## config.mk

```make
export PLATFORM = sky130hd
export DESIGN_NAME = mux_nx1_rr_flat
export DESIGN_NICKNAME = d
export VERILOG_FILES = /design/src/rtl/mux_nx1_rr_if.sv /design/src/rtl/mux_nx1_rr.sv /design/src/flat_wrapper.sv
export SDC_FILE = /design/constraint.sdc
export NUM_CORES = 1
export LEC_CHECK = 0
export CAP_MARGIN = 5
export CORE_MARGIN = 2
export CORE_UTILIZATION = 49
export DETAILED_ROUTE_END_ITERATION = 8
export HOLD_SLACK_MARGIN = 0.15
export PLACE_DENSITY = 0.91
export REMOVE_ABC_BUFFERS = 1
export SLEW_MARGIN = 5
export SYNTH_ARGS = -nofsm -noshare
export SYNTH_HDL_FRONTEND = slang
export SYNTH_SLANG_ARGS = --single-unit
```

## constraint.sdc

```tcl
create_clock -name clk -period 8.8 [get_ports clk]
set_input_delay 1.32 -clock clk [delete_from_list [all_inputs] [get_ports clk]]
set_output_delay 1.32 -clock clk [all_outputs]
set_load 0.05 [all_outputs]
```

## src/rtl/mux_nx1_rr_if.sv

```systemverilog
// Handshake bundle for the N-channel registered mux.
// Producers and the consumer drive the master side; the mux takes the slave side.
interface mux_nx1_rr_if #(
   parameter int NCH = 8,
   parameter int W   = 8
);
   localparam int SELW = $clog2(NCH);

   logic              mode;
   logic [SELW-1:0]   sel;
   logic [NCH-1:0]    ch_en;
   logic [NCH*W-1:0]  din;
   logic [NCH-1:0]    din_valid;
   logic [NCH-1:0]    din_ready;
   logic [W-1:0]      dout;
   logic [SELW-1:0]   dout_ch;
   logic              dout_valid;
   logic              dout_ready;

   modport master (
      output mode, sel, ch_en,
      output din, din_valid, dout_ready,
      input  din_ready, dout, dout_ch, dout_valid
   );

   modport slave (
      input  mode, sel, ch_en,
      input  din, din_valid, dout_ready,
      output din_ready, dout, dout_ch, dout_valid
   );
endinterface

```

## src/rtl/mux_nx1_rr.sv

```systemverilog
// N-channel W-bit registered mux with manual select or round-robin scan.
// A single output register; one word per clock when downstream keeps up.
module mux_nx1_rr #(
   parameter int NCH = 8,
   parameter int W   = 8
) (
   input  logic         clk,
   input  logic         rst_n,
   mux_nx1_rr_if.slave  bus
);
   localparam int SELW = $clog2(NCH);

   logic [SELW-1:0] rr_ptr;
   logic [SELW-1:0] gnt;
   logic [SELW-1:0] idx;
   logic            gnt_vld;
   logic            can_load;
   logic            xfer;

   always_comb begin
      gnt     = '0;
      gnt_vld = 1'b0;
      idx     = '0;
      if (!bus.mode) begin
         for (int i = 0; i < NCH; i++) begin
            if (bus.sel == SELW'(i) && bus.din_valid[i]) begin
               gnt     = SELW'(i);
               gnt_vld = 1'b1;
            end
         end
      end else begin
         // Walk farthest-first so the nearest candidate after rr_ptr wins.
         for (int k = NCH; k >= 1; k--) begin
            idx = SELW'((int'(rr_ptr) + k) % NCH);
            if (bus.ch_en[idx] && bus.din_valid[idx]) begin
               gnt     = idx;
               gnt_vld = 1'b1;
            end
         end
      end
   end

   assign can_load = !bus.dout_valid || bus.dout_ready;
   assign xfer     = gnt_vld && can_load;

   always_comb begin
      bus.din_ready = '0;
      for (int i = 0; i < NCH; i++) begin
         bus.din_ready[i] = rst_n && xfer && (gnt == SELW'(i));
      end
   end

   always_ff @(posedge clk or negedge rst_n) begin
      if (!rst_n) begin
         bus.dout       <= '0;
         bus.dout_ch    <= '0;
         bus.dout_valid <= 1'b0;
         rr_ptr         <= SELW'(NCH - 1);
      end else if (xfer) begin
         bus.dout       <= bus.din[gnt*W +: W];
         bus.dout_ch    <= gnt;
         bus.dout_valid <= 1'b1;
         if (bus.mode) begin
            rr_ptr <= gnt;
         end
      end else if (bus.dout_ready) begin
         bus.dout_valid <= 1'b0;
      end
   end
endmodule

```

## src/flat_wrapper.sv

```systemverilog
// flat-port wrapper written by rule: the top's interface ports become plain ports
module mux_nx1_rr_flat 
#(
   parameter int NCH = 8,
   parameter int W   = 8
)
  (clk, rst_n, bus_mode, bus_sel, bus_ch_en, bus_din, bus_din_valid, bus_dout_ready, bus_din_ready, bus_dout, bus_dout_ch, bus_dout_valid);
  mux_nx1_rr_if #(.NCH(NCH), .W(W)) bus_i ();
  input  logic clk;
  input  logic rst_n;
  input wire logic [$bits(bus_i.mode)-1:0] bus_mode;
  input wire logic [$bits(bus_i.sel)-1:0] bus_sel;
  input wire logic [$bits(bus_i.ch_en)-1:0] bus_ch_en;
  input wire logic [$bits(bus_i.din)-1:0] bus_din;
  input wire logic [$bits(bus_i.din_valid)-1:0] bus_din_valid;
  input wire logic [$bits(bus_i.dout_ready)-1:0] bus_dout_ready;
  output wire logic [$bits(bus_i.din_ready)-1:0] bus_din_ready;
  output wire logic [$bits(bus_i.dout)-1:0] bus_dout;
  output wire logic [$bits(bus_i.dout_ch)-1:0] bus_dout_ch;
  output wire logic [$bits(bus_i.dout_valid)-1:0] bus_dout_valid;
  assign bus_i.mode = bus_mode;
  assign bus_i.sel = bus_sel;
  assign bus_i.ch_en = bus_ch_en;
  assign bus_i.din = bus_din;
  assign bus_i.din_valid = bus_din_valid;
  assign bus_i.dout_ready = bus_dout_ready;
  assign bus_din_ready = bus_i.din_ready;
  assign bus_dout = bus_i.dout;
  assign bus_dout_ch = bus_i.dout_ch;
  assign bus_dout_valid = bus_i.dout_valid;
  mux_nx1_rr #(.NCH(NCH), .W(W)) u_core (.clk(clk), .rst_n(rst_n), .bus(bus_i));
endmodule
```

## Word-level counts from Yosys, hierarchy flattened

Index checks and enable logic that the tools add are counted.

| word-level totals | value |
|---|---|
| input port bits | 87 |
| register bits | 15 |

| operators by class | value |
|---|---|
| reductions and logical operators | 32 |
| magnitude comparators | 8 |
| add/sub/neg operators | 8 |
| shift operators | 1 |
| multiplexer cells | 67 |
| equal/unequal tests | 14 |

Operators by type and width:

| operator | count |
|---|---|
| 64-bit by 7-bit indexed part select with 8-bit output | 1 |
| 1-bit binary-select mux with 3-bit select | 16 |
| 3-bit 2-to-1 mux | 13 |
| 1-bit 2-to-1 mux | 36 |
| 3-bit by 4-bit < comparator with 1-bit output (second input constant) | 8 |
| 1-bit logical AND | 26 |
| 3-bit == test (second input constant) | 8 |
| 3-bit adder (second input constant) | 4 |
| 3-bit by 2-bit == test with 1-bit output (second input constant) | 4 |
| 3-bit by 1-bit adder with 3-bit output (second input constant) | 2 |
| 3-bit by 2-bit adder with 3-bit output (second input constant) | 2 |
| 3-bit by 1-bit == test with 1-bit output (second input constant) | 2 |
| 3-bit logical NOT | 2 |
| 2-bit 2-to-1 mux | 2 |
| 2-bit AND reduction | 1 |
| 2-bit nonzero test | 1 |
| 1-bit logical NOT | 1 |
| 1-bit logical OR | 1 |

## Depth between registers and ports, before layout

| logic depth | value |
|---|---|
| depth in word-level cells | 16 |
| mapped depth | 16 |

## Least setup slack after synthesis

Ideal clock, no wire load.

| timing | value |
|---|---|
| kind | reg-to-output |
| start point | register u_core.rr_ptr[0] |
| end point | output port bus_din_ready[6] |
| stages on the path, launching flop included | 16 |
| arrival time | 4,077 ps |
| path buffers | 5 |
| setup slack | 3,403 ps |
| cells stage by stage | dfstp_2 > buf_6 > inv_4 > buf_4 > ha_1 > buf_4 > inv_2 > mux4_2 > mux2_4 > mux2i_4 > a211oi_4 > o21a_4 > buf_6 > buf_6 > nand3_1 > nor2_1 |

| on the way | value |
|---|---|
| cells in the longest elaborated chain, start to end | 16 |
| elaborated cells between the ends (all ways) | 70 |

RTL lines:

| what | line | text |
|---|---|---|
| from (decl) | mux_nx1_rr.sv:13 | `logic [SELW-1:0] rr_ptr;` |
| from (signal assigned) | mux_nx1_rr.sv:58 | `rr_ptr <= SELW'(NCH - 1);` |
| from (signal assigned) | mux_nx1_rr.sv:64 | `rr_ptr <= gnt;` |
| parallel branches: the longest is 15 deep, another holds 3-bit by 1-bit adder with 3-bit output | n/a |  |
| 1-bit logical AND (*) | mux_nx1_rr.sv:49 | `bus.din_ready[i] = rst_n && xfer && (gnt == SELW'(i));` |
| to (decl) | flat_wrapper.sv:17 | `output wire logic [$bits(bus_i.din_ready)-1:0] bus_din_ready;` |

Mark *: on every way between the ends. The select of a mux whose other input is x is not followed.

## Worst setup path after layout

| timing | value |
|---|---|
| start point | input port bus_din_valid[7] |
| end point | output port bus_din_ready[2] |

| on the way | value |
|---|---|
| cells in the longest elaborated chain, start to end | 15 |
| elaborated cells between the ends (all ways) | 49 |

RTL lines:

| what | line | text |
|---|---|---|
| from (decl) | flat_wrapper.sv:15 | `input wire logic [$bits(bus_i.din_valid)-1:0] bus_din_valid;` |
| parallel branches: the longest is 14 deep, another holds 1-bit binary-select mux with 3-bit select | n/a |  |
| 1-bit logical AND (*) | mux_nx1_rr.sv:49 |  |

Marks and branches as above.

==> results.json <==
{
  "vias": 3108,
  "reg2reg_slack_ns": 3.82,
  "clkTransAtPathRegs_ns": 0.06,
  "vias_per_cell": 6.382,
  "timing_hold_violations_final": 0,
  "clk_path_buf_depth": 2,
  "fill_cells": 414,
  "dp_hpwl_um": 6708,
  "critPathMaxFanout": 36,
  "finalSetupTns_ns": 0,
  "cts_sinks": 15,
  "hold_buffers": 0,
  "fin_nets": 505,
  "syn_area_per_cell_sq_um": 8.327,
  "antenna_found_initial": 0,
  "grt-ovfl-total": 0,
  "hp-start": "u_core.bus.dout_ch[1]",
  "slew_violations": 0,
  "cellLeakagePower_nw": 1.462,
  "synth_top_flop_cell": "dfrtp_1",
  "cts-root-buf": "clkbuf_8",
  "die_x_um": 78.66,
  "syn_area_sq_um": 2731,
  "fin_crit_sh_pct": 80.92,
  "worst_ep_required_time_ns": 7.48,
  "drive_above_1_share_pct": 13.73,
  "num_rows": 27,
  "stdcell_count": 487,
  "endpoint_kind": "output pin",
  "clk_latency_ns": 0.25,
  "ys_types": 56,
  "slew_headroom_pct": 24.57,
  "place.gp.congestion": 0.9620,
  "reg2reg_to": "u_core.bus.dout[4]",
  "hold_end": "u_core.bus.dout_ch[1]",
  "timing.rr.start": "u_core.rr_ptr[1]",
  "dp_cells": 483,
  "hold_slack_ns": 0.4865,
  "grt_max_degree": 37,
  "ys_ff_latch": 15,
  "power_mw": 1.414,
  "core_sq_um": 5439,
  "die_area_sq_um": 6187,
  "async_reset_ff_share_pct": 100.0,
  "min_path_cells": 2,
  "post-cts-setup-buffers": 0,
  "cts_buffers": 3,
  "htreeDepth": 1,
  "cts_tree": "built",
  "grt_pass1_vias": 3001,
  "yosys_warnings": 0,
  "num_antenna_cells": 0,
  "syn2layout_area_growth_pct": 39.30,
  "drt_wl_total_um": 8778,
  "cap_violations": 0,
  "yosysSeqAreaShare_pct": 13.88,
  "reg2reg_depth": 11,
  "status": "complete, no violations",
  "multiInputGateArea_sq_um": 2096,
  "synth_edf_count": 0,
  "fin_worst_skew_ns": 0.001158,
  "grt_pass1_wl_um": 14260,
  "cts_resized": 0,
  "rsz0062_at_grt": "no",
  "netlist_instances": 328,
  "drc": 0,
  "min_path_type": "flip-flop to flip-flop",
  "start_util_pct": 50.22,
  "pin_count": 107,
  "crit_path_start_kind": "input pin",
  "drt-initial-drc-count": 251,
  "power.density_nw_per_um2": 371.5,
  "finalSetupViolations": 0,
  "portBuffers": 106,
  "wl_per_cell_um": 18.02,
  "arrival_ns": 5.80,
  "grt_usage_pct": 28.34,
  "dr.pass1.iters": 4,
  "regArea_sq_um": 379.1,
  "ir_drop_mv": 0.1937,
  "fp.dieH_um": 78.66,
  "tightestPinTransition_ns": 1.131,
  "fmax_ghz": 0.1404,
  "ant_nets": 0,
  "worstSetupPathType": "input pin to output pin",
  "fin_crit_ns": 7.121
}
## layout make-up
cell class | instances | share of cell area, %
timing repair buffer | 107 | 28.08
tap | 72 | 2.368
inverter | 33 | 3.321
clock buffer | 4 | 1.184
multi-input combinational | 256 | 55.08
sequential | 15 | 9.964
## through the flow
step | utilization (%) | area [sq um] | setup WS (ns)
4_1_cts | 69.96 | 3805 | 1.678
6_report | 69.96 | 3805 | 1.679
3_3_place_gp | 69.13 | 3760 | 1.818
3_5_place_dp | 69.13 | 3760 | 1.642
2_1_floorplan | - | 2592 | 2.812
5_1_grt | 69.96 | 3805 | 1.348
## worst max-delay path by stage
stage	startpoint	end	slack [ns]	cells after the start
6_report	bus_din_valid[7]	bus_din_ready[2]	1.68	10
5_1_grt	u_core.rr_ptr[1]	bus_din_ready[2]	1.35	11
4_1_cts	bus_din_valid[7]	bus_din_ready[2]	1.68	10
3_5_place_dp	bus_din_valid[7]	bus_din_ready[2]	1.64	10
3_3_place_gp	bus_din_valid[7]	bus_din_ready[7]	1.82	10
2_1_floorplan	bus_ch_en[3]	bus_din_ready[2]	2.81	8
## cells in the final DEF, fill, tap and decap left out, types with 4 or more instances in the layout
cell type,synthesis,routed
nor2b_1,9,9
nand2b_1,4,4
a21oi_1,4,4
o211ai_1,36,36
nand3_1,4,4
clkdlybuf4s50_1,0,106
a21boi_0,8,8
o211ai_2,15,15
dfrtp_1,12,12
o311ai_1,9,9
mux2i_1,12,12
and2_1,8,8
o21ai_1,8,8
nand2_1,39,39
nor2_1,15,15
o21ai_0,19,19
mux2_2,6,6
inv_1,31,31
mux4_2,15,15
## cells in the mapped netlist, types with 3 or more instances
master	number	area share, %
buf_4	3	0.82
buf_2	6	1.1
and2_1	8	1.8
o21ai_1	8	1.5
buf_6	4	1.6
inv_1	31	4.3
nand2b_1	4	0.92
o21ai_0	19	3.5
nand2_1	39	5.4
a21boi_0	8	2.2
clkbuf_1	11	1.5
o31ai_1	3	0.82
mux2_2	6	2.5
o211ai_2	15	6.9
nand3_1	4	0.73
nor2b_1	9	2.1
a21oi_1	4	0.73
a211oi_1	3	0.82
o221ai_1	3	0.96
dfrtp_1	12	11
mux2i_1	12	4.4
nor2_1	15	2.1
o211ai_1	36	9.9
a31oi_1	3	0.69
o311ai_1	9	2.9
dfstp_2	3	2.9
mux4_2	15	12
## cells by family after synthesis
kind of cell    count (synthesis)  share of synthesized area, %
compound gates                129                         37.88
xor+xnor                        4                         1.558
fa+ha+maj                       2                        0.9160
buf+inv                        57                         9.711
flops                          15                         13.88
mux                            35                         20.61
simple gates                   86                         15.44
## flip-flops by register name, summed over array words and instances, names as in the netlist
| name | cells |
|---|---|
| u_core.bus.dout_valid | 1 |
| u_core.bus.dout | 8 |
| u_core.bus.dout_ch | 3 |
| u_core.rr_ptr | 3 |
## routing by layer
| layer | wire length (um) | global-route usage (%) | up-vias | part of all wire (%) |
|---|---|---|---|---|
| met5 | 0 | 0 | - | 0 |
| met3 | 745 | 4.828 | 26 | 8.5 |
| met4 | 195 | 7.895 | 0 | 2.2 |
| met2 | 4427 | 47.52 | 167 | 50 |
| li1 | - | - | 1420 | - |
| met1 | 3409 | 37.52 | 1495 | 39 |
## where the power goes
group / total [mW] / internal [mW] / switching (mW)
Combinational: 1.19 / 0.458 / 0.734
Clock: 0.0573 / 0.0321 / 0.0252
Sequential: 0.164 / 0.110 / 0.0541
Total: 1.41 / 0.600 / 0.813
## worst max-delay path, cell delays in order
cell and delay, ns:
clkdlybuf4s50_1 0.55, nand2_1 0.14, mux4_2 0.56, mux2_4 0.34, mux2i_4 0.20, a211oi_4 0.90, o21a_4 0.57, nand3_1 0.22
nor2_1 0.16, clkdlybuf4s50_1 0.83
(Power assumes the default switching activity.)
==> patch 1, RTL diff (same flow settings) <==
`W` is set to 8 in 3 places; all go to 12.
--- a/src/rtl/mux_nx1_rr_if.sv
+++ b/src/rtl/mux_nx1_rr_if.sv
@@ -2,7 +2,7 @@
 // Producers and the consumer drive the master side; the mux takes the slave side.
 interface mux_nx1_rr_if #(
    parameter int NCH = 8,
-   parameter int W   = 8
+   parameter int W   = 12
 );
    localparam int SELW = $clog2(NCH);
 
--- a/src/rtl/mux_nx1_rr.sv
+++ b/src/rtl/mux_nx1_rr.sv
@@ -2,7 +2,7 @@
 // A single output register; one word per clock when downstream keeps up.
 module mux_nx1_rr #(
    parameter int NCH = 8,
-   parameter int W   = 8
+   parameter int W   = 12
 ) (
    input  logic         clk,
    input  logic         rst_n,
--- a/src/flat_wrapper.sv
+++ b/src/flat_wrapper.sv
@@ -2,7 +2,7 @@
 module mux_nx1_rr_flat 
 #(
    parameter int NCH = 8,
-   parameter int W   = 8
+   parameter int W   = 12
 )
   (clk, rst_n, bus_mode, bus_sel, bus_ch_en, bus_din, bus_din_valid, bus_dout_ready, bus_din_ready, bus_dout, bus_dout_ch, bus_dout_valid);
   mux_nx1_rr_if #(.NCH(NCH), .W(W)) bus_i ();
Interface: changed (resized bus_din and bus_dout); port bits go from 107 to 143. The function was not compared with the original's and may differ.
==> patch 1 against the original RTL <==
  * Synthesized area grew 8.2%
  * Final area grew 15%
  * Total power is 6.6% higher
  * Worst setup slack improved by 0.42 ns
  * First-iteration DRC count grew 5.2%
  * Synthesized cell count grew 4.0%
  * Routed wire length grew 25%
  * Global-route usage rose by 3.1 points
  * Critical path depth unchanged
  * Sequential cell count grew 4
  * Largest cell class unchanged
  * Largest power group unchanged
  * Highest routed layer unchanged
==> patch 1: results (changes against the original RTL) <==
| Metric | Value |
|---|---|
| Outcome | `finished clean (unchanged)` |
| Total setup buffers inserted after CTS | `0 (unchanged)` |
| Vias after detailed routing | `3490 (was 3108)` |
| Placed wire-length estimate | `8701 um (was 6708 um)` |
| Proportion of synthesized flip-flops having asynchronous set or reset | `1.000 (unchanged)` |
| Net count reported at finish | `585 (was 505)` |
| Count of different cell masters after synthesis | `76 (was 56)` |
| Wire per inst | `20.36 um (was 18.02 um)` |
| Detailed router's first-iteration violation count | `264 (was 251)` |
| CP max FO | `15 (was 36)` |
| Top cells by area in the synthesized netlist | `sky130_fd_sc_hd__dfrtp_1, sky130_fd_sc_hd__mux2_2, sky130_fd_sc_hd__mux4_2 (was sky130_fd_sc_hd__mux4_2, sky130_fd_sc_hd__dfrtp_1, sky130_fd_sc_hd__o211ai_1)` |
| Lkg Pwr | `1.583 nW (was 1.462 nW)` |
| Final RePlAce weighted congestion | `0.9477 (was 0.9620)` |
| Fraction of layout instances using a drive strength above 1 | `0.1490 (was 0.1373)` |
| Number of antenna violations at the first check in global routing | `0 (unchanged)` |
| Maximum vdd ir drop | `207.5 uV (was 193.7 uV)` |
| Global-route wire length before repair | `16260 um (was 14260 um)` |
| # port buffers | `142 (was 106)` |
| Top flop regs | `u_core.bus.dout (12), u_core.bus.dout_ch (3), u_core.rr_ptr (3) (was u_core.bus.dout (8), u_core.bus.dout_ch (3), u_core.rr_ptr (3))` |
| Top-area cell type share of the netlist area | `0.1355 (was 0.1237)` |
| Commonest cells in the synthesized netlist | `sky130_fd_sc_hd__nand2_1, sky130_fd_sc_hd__mux2_2, sky130_fd_sc_hd__dfrtp_1 (was sky130_fd_sc_hd__nand2_1, sky130_fd_sc_hd__o211ai_1, sky130_fd_sc_hd__inv_1)` |
| Number of clock buffers inserted by TritonCTS | `3 (unchanged)` |
| Biggest cell delay along the critical path | `0.84 ns (was 0.90 ns)` |
| Placed instance area | `4339 um2 (was 3760 um2)` |
| Root buf cell | `sky130_fd_sc_hd__clkbuf_8 (unchanged)` |
| Delay-heaviest family, CP | `buffers and inverters (was compound AO/OA/AOI/OAI gates)` |
| Seq/Total Area, Yosys | `0.1622 (was 0.1388)` |
| Overall fraction of global-route tracks in use | `0.3148 (was 0.2834)` |
| Overall routed net length | `10950 um (was 8778 um)` |
| Number of global-route vias before repair | `3340 (was 3001)` |
| Largest net degree at the start of global routing | `38 (was 37)` |
| Max_slew headroom | `0.3688 (was 0.2457)` |
| Number of detailed-route iterations in the first pass | `6 (was 4)` |
[patch 1: changes by cell type after synthesis, sizes merged, moves of 9 or more]
cell	unedited run	this run
o211ai	51	5
nand2	39	52
a22oi	1	11
mux2	7	32
inv	33	7
a21boi	9	0
[patch 1: worst paths after layout]
kind | start | slack [ns] | depth (start not counted) | endpoint
max in group asynchronous | rst_n | 7.12 | 2 | u_core.rr_ptr[1]
min reg2reg | u_core.bus.dout_ch[2] | 0.50 | 2 | u_core.bus.dout_ch[2]
min in group asynchronous | rst_n | 1.40 | 2 | u_core.bus.dout[7]
max | bus_din_valid[2] | 2.10 | 10 | bus_din_ready[1]
max reg2reg | u_core.rr_ptr[0] | 3.80 | 12 | u_core.bus.dout[9]
min | u_core.bus.dout_ch[2] | 0.50 | 2 | u_core.bus.dout_ch[2]
[patch 1: layout make-up]
type	instances	area, um2
clock buffer	3	41.29
clock inverter	1	5.005
fill	433	1500
inverter	7	26.28
multi-input combinational	287	2288
sequential	19	479.2
tap	75	93.84
timing repair buffer	146	1451
[patch 1: tightest hold or removal path: stages (launching register included)]
cell                      delay [ns]
sky130_fd_sc_hd__dfrtp_1        0.35
sky130_fd_sc_hd__nand2_1        0.05
sky130_fd_sc_hd__nand2_1        0.06
[patch 1: metal layers]
metal,up-vias,track usage,wire (um)
met3,49,0.06923,1039
met4,0,0.1967,585
met5,-,0,0
met2,211,0.5377,5363
li1,1601,-,-
met1,1629,0.3560,3963
[patch 1: per-stage QoR]
stage / hold WS (ns) / worst slack [ns] / utilization / total power [mW]
detailed placement: 0.4634 / 2.153 / 0.7372 / 1.417
global route: 0.5301 / 1.716 / 0.7451 / 1.598
global placement: 0.4603 / 2.315 / 0.7372 / 1.390
CTS: 0.5110 / 2.128 / 0.7451 / 1.485
finish: 0.4998 / 2.098 / 0.7451 / 1.507
floorplan: 0.7159 / 2.923 / - / 1.080
[patch 1: kinds of logic after synthesis]
group | Yosys count | synth area share
buffers and inverters | 35 | 0.06311
AOI/OAI and AO/OA | 90 | 0.2300
muxes | 55 | 0.2478
xor gates and xnor gates | 2 | 0.008473
adders and majority gates | 2 | 0.008470
and+or+nand+nor | 138 | 0.2800
DFF | 19 | 0.1622
[patch 1: power by group]
part           switching, mW  internal, mW  leakage (nW)
clock network         0.0304        0.0316        0.0255
registers             0.0764         0.138         0.227
logic                  0.697         0.533          1.33
==> patch 2, RTL diff (same flow settings) <==
Made on the original files. Reset style: synchronous (`rst_n`), changed in one clocked block.
--- a/src/rtl/mux_nx1_rr.sv
+++ b/src/rtl/mux_nx1_rr.sv
@@ -50,7 +50,7 @@
       end
    end
 
-   always_ff @(posedge clk or negedge rst_n) begin
+   always_ff @(posedge clk) begin
       if (!rst_n) begin
          bus.dout       <= '0;
          bus.dout_ch    <= '0;
Function: not settled (the Yosys comparison gave no result); the edit may change what the design does.
==> patch 2 against the original RTL <==
  * Sequential cell count is the same
  * First-iteration DRC count is the same
  * Worst setup slack gained 0.47 ns
  * Final area shrank 9.1%
  * Synthesized area shrank 12%
  * Routed wire length grew 3.2%
Power is not compared: it rests on default switching activity, and its combinational part moved more than twofold at a synthesized area within 25%.
==> patch 2: results (changes against the original RTL) <==
| Metric | Value |
|---|---|
| Depth of the CTS H-tree | `1 (unchanged)` |
| Most common flop cell mapped by yosys | `sky130_fd_sc_hd__dfxtp_1 (was sky130_fd_sc_hd__dfrtp_1)` |
| Global-route wire length before repair | `13220 um (was 14260 um)` |
| Delay-heaviest family, CP | `compound AO/OA/AOI/OAI gates (unchanged)` |
| Overall fraction of global-route tracks in use | `0.3214 (was 0.2834)` |
| Number of detailed-route iterations in the first pass | `5 (was 4)` |
| Worst R2R End | `u_core.bus.dout[0] (was u_core.bus.dout[4])` |
| Net count reported at finish | `470 (was 505)` |
| Outcome | `finished clean (unchanged)` |
| Number of gates resized after CTS | `0 (unchanged)` |
| Worst Clk Skew | `0.004382 ns (was 0.001158 ns)` |
| Wire per inst | `20.28 um (was 18.02 um)` |
| Count of different cell masters after synthesis | `60 (was 56)` |
| Final RePlAce weighted congestion | `0.9839 (was 0.9620)` |
| Top cells by area in the synthesized netlist | `sky130_fd_sc_hd__mux2i_1, sky130_fd_sc_hd__mux4_2, sky130_fd_sc_hd__dfxtp_1 (was sky130_fd_sc_hd__mux4_2, sky130_fd_sc_hd__dfrtp_1, sky130_fd_sc_hd__o211ai_1)` |
| Lkg Pwr | `1.327 nW` |
| Seq/Total Area, Yosys | `0.1256 (was 0.1388)` |
| Reg clk slew, reported paths | `0.06 ns (about the same)` |
| Placed instance area | `3413 um2 (was 3760 um2)` |
| Fraction of layout instances using a drive strength above 1 | `0.09211 (was 0.1373)` |
| YS warnings | `0 (unchanged)` |
| N_diodes | `0 (unchanged)` |
| Layout fillers | `388 (was 414)` |
| Biggest cell delay along the critical path | `0.82 ns (was 0.90 ns)` |
| Detailed router's first-iteration violation count | `251 (unchanged)` |
| Detail-routed via count per cell | `6.407 (was 6.382)` |
| Data arrival time of the critical path | `5.33 ns (was 5.80 ns)` |
| Capture point of the worst path | `bus_din_ready[6] (was bus_din_ready[2])` |
| # port buffers | `106 (unchanged)` |
| Number of global-route vias before repair | `2528 (was 3001)` |
| Placed wire-length estimate | `7515 um (was 6708 um)` |
| Commonest cells in the synthesized netlist | `sky130_fd_sc_hd__mux2i_1, sky130_fd_sc_hd__nand2_1, sky130_fd_sc_hd__nor2_1 (was sky130_fd_sc_hd__nand2_1, sky130_fd_sc_hd__o211ai_1, sky130_fd_sc_hd__inv_1)` |
| Actual transition at the worst max-transition pin | `0.6904 ns (was 1.131 ns)` |
| Critical path origin | `u_core.rr_ptr[1] (was bus_din_valid[7])` |
| Setup slack of the most critical reg-to-reg path | `4.01 ns (was 3.82 ns)` |
| Proportion of synthesized flip-flops having asynchronous set or reset | `0 (was 1.000)` |
| Largest net degree at the start of global routing | `36 (was 37)` |
| CP max FO | `19 (was 36)` |
| Number of antenna violations at the first check in global routing | `0 (unchanged)` |
| Cell with the largest stage delay on the worst path | `sky130_fd_sc_hd__clkdlybuf4s50_1 (was sky130_fd_sc_hd__a211oi_4)` |
patch 2: cell count changes in the layout (fill, tap and decap cells not counted), sizes merged, moves of 7 or more:
cell,unedited run,this run
o211ai,51,8
nor2b,9,0
inv,33,11
nand3,4,14
dfxtp,0,15
or3,0,7
o21ai,27,20
dfrtp,12,0
mux2i,13,35
o22ai,0,8
patch 2: per-stage QoR:
stage,utilization,setup slack (ns),cells,hold slack [ns]
after floorplan,-,2.658,268,0.6464
after global placement,0.7226,2.395,443,0.4429
after detailed placement,0.7226,2.397,443,0.4500
after CTS,0.7322,2.284,447,0.4560
after global routing,0.7322,1.826,447,0.4792
final,0.7322,2.148,447,0.4616
patch 2: logic make-up after synthesis:
logic type / Yosys count / synth area share
AO/OA/AOI/OAI: 78 / 0.2381
XOR/XNOR: 2 / 0.01047
adder cells (fa/ha/maj): 2 / 0.01046
buffers and inverters: 27 / 0.07902
flip-flops: 15 / 0.1256
multiplexers: 55 / 0.3145
AND/OR/NAND/NOR: 105 / 0.2219
patch 2: worst min-delay path by stage:
stage,slack [ns],endpoint,startpoint
2_1_floorplan,0.65,u_core.rr_ptr[2],u_core.rr_ptr[2]
3_3_place_gp,0.44,u_core.bus.dout_ch[0],u_core.bus.dout_ch[0]
3_5_place_dp,0.45,u_core.bus.dout_ch[1],u_core.bus.dout_ch[1]
4_1_cts,0.46,u_core.bus.dout_ch[1],u_core.bus.dout_ch[1]
5_1_grt,0.48,u_core.bus.dout_ch[1],u_core.bus.dout_ch[1]
6_report,0.46,u_core.bus.dout_ch[1],u_core.bus.dout_ch[1]
patch 2: cell type report:
| class | instances | share of cell area |
|---|---|---|
| Timing Repair Buffer | 108 | 0.3111 |
| Sequential cell | 15 | 0.08683 |
| Inverter | 11 | 0.01339 |
| Tap cell | 67 | 0.02424 |
| Multi-Input combinational cell | 242 | 0.5514 |
| Clock buffer | 4 | 0.01302 |
patch 2: worst reg2reg max path, delay by kind of cell, from the launching register on:
family,cells,cell delay [ns]
fa+ha+maj,1,0.72
mux,1,0.53
compound gates,5,1.33
flops,1,0.76
simple gates,3,1.02
buf+inv,1,0.30
patch 2: power groups by stage:
| stage | clock (mW) | sequential (mW) | combinational (mW) |
|---|---|---|---|
| 2_1_floorplan | 0 | 0.159 | 0.236 |
| 3_3_place_gp | 0 | 0.101 | 0.423 |
| 3_5_place_dp | 0 | 0.102 | 0.429 |
| 4_1_cts | 0.0578 | 0.101 | 0.432 |
| 5_1_grt | 0.0606 | 0.103 | 0.462 |
| 6_report | 0.0563 | 0.101 | 0.438 |
patch 2: layer usage:
layer	global-route usage	vias up	part of all wire
met5	0	-	0
met4	0.04848	0	0.016
met3	0.07682	18	0.10
met2	0.5288	191	0.48
met1	0.4360	1367	0.41
li1	-	1288	-
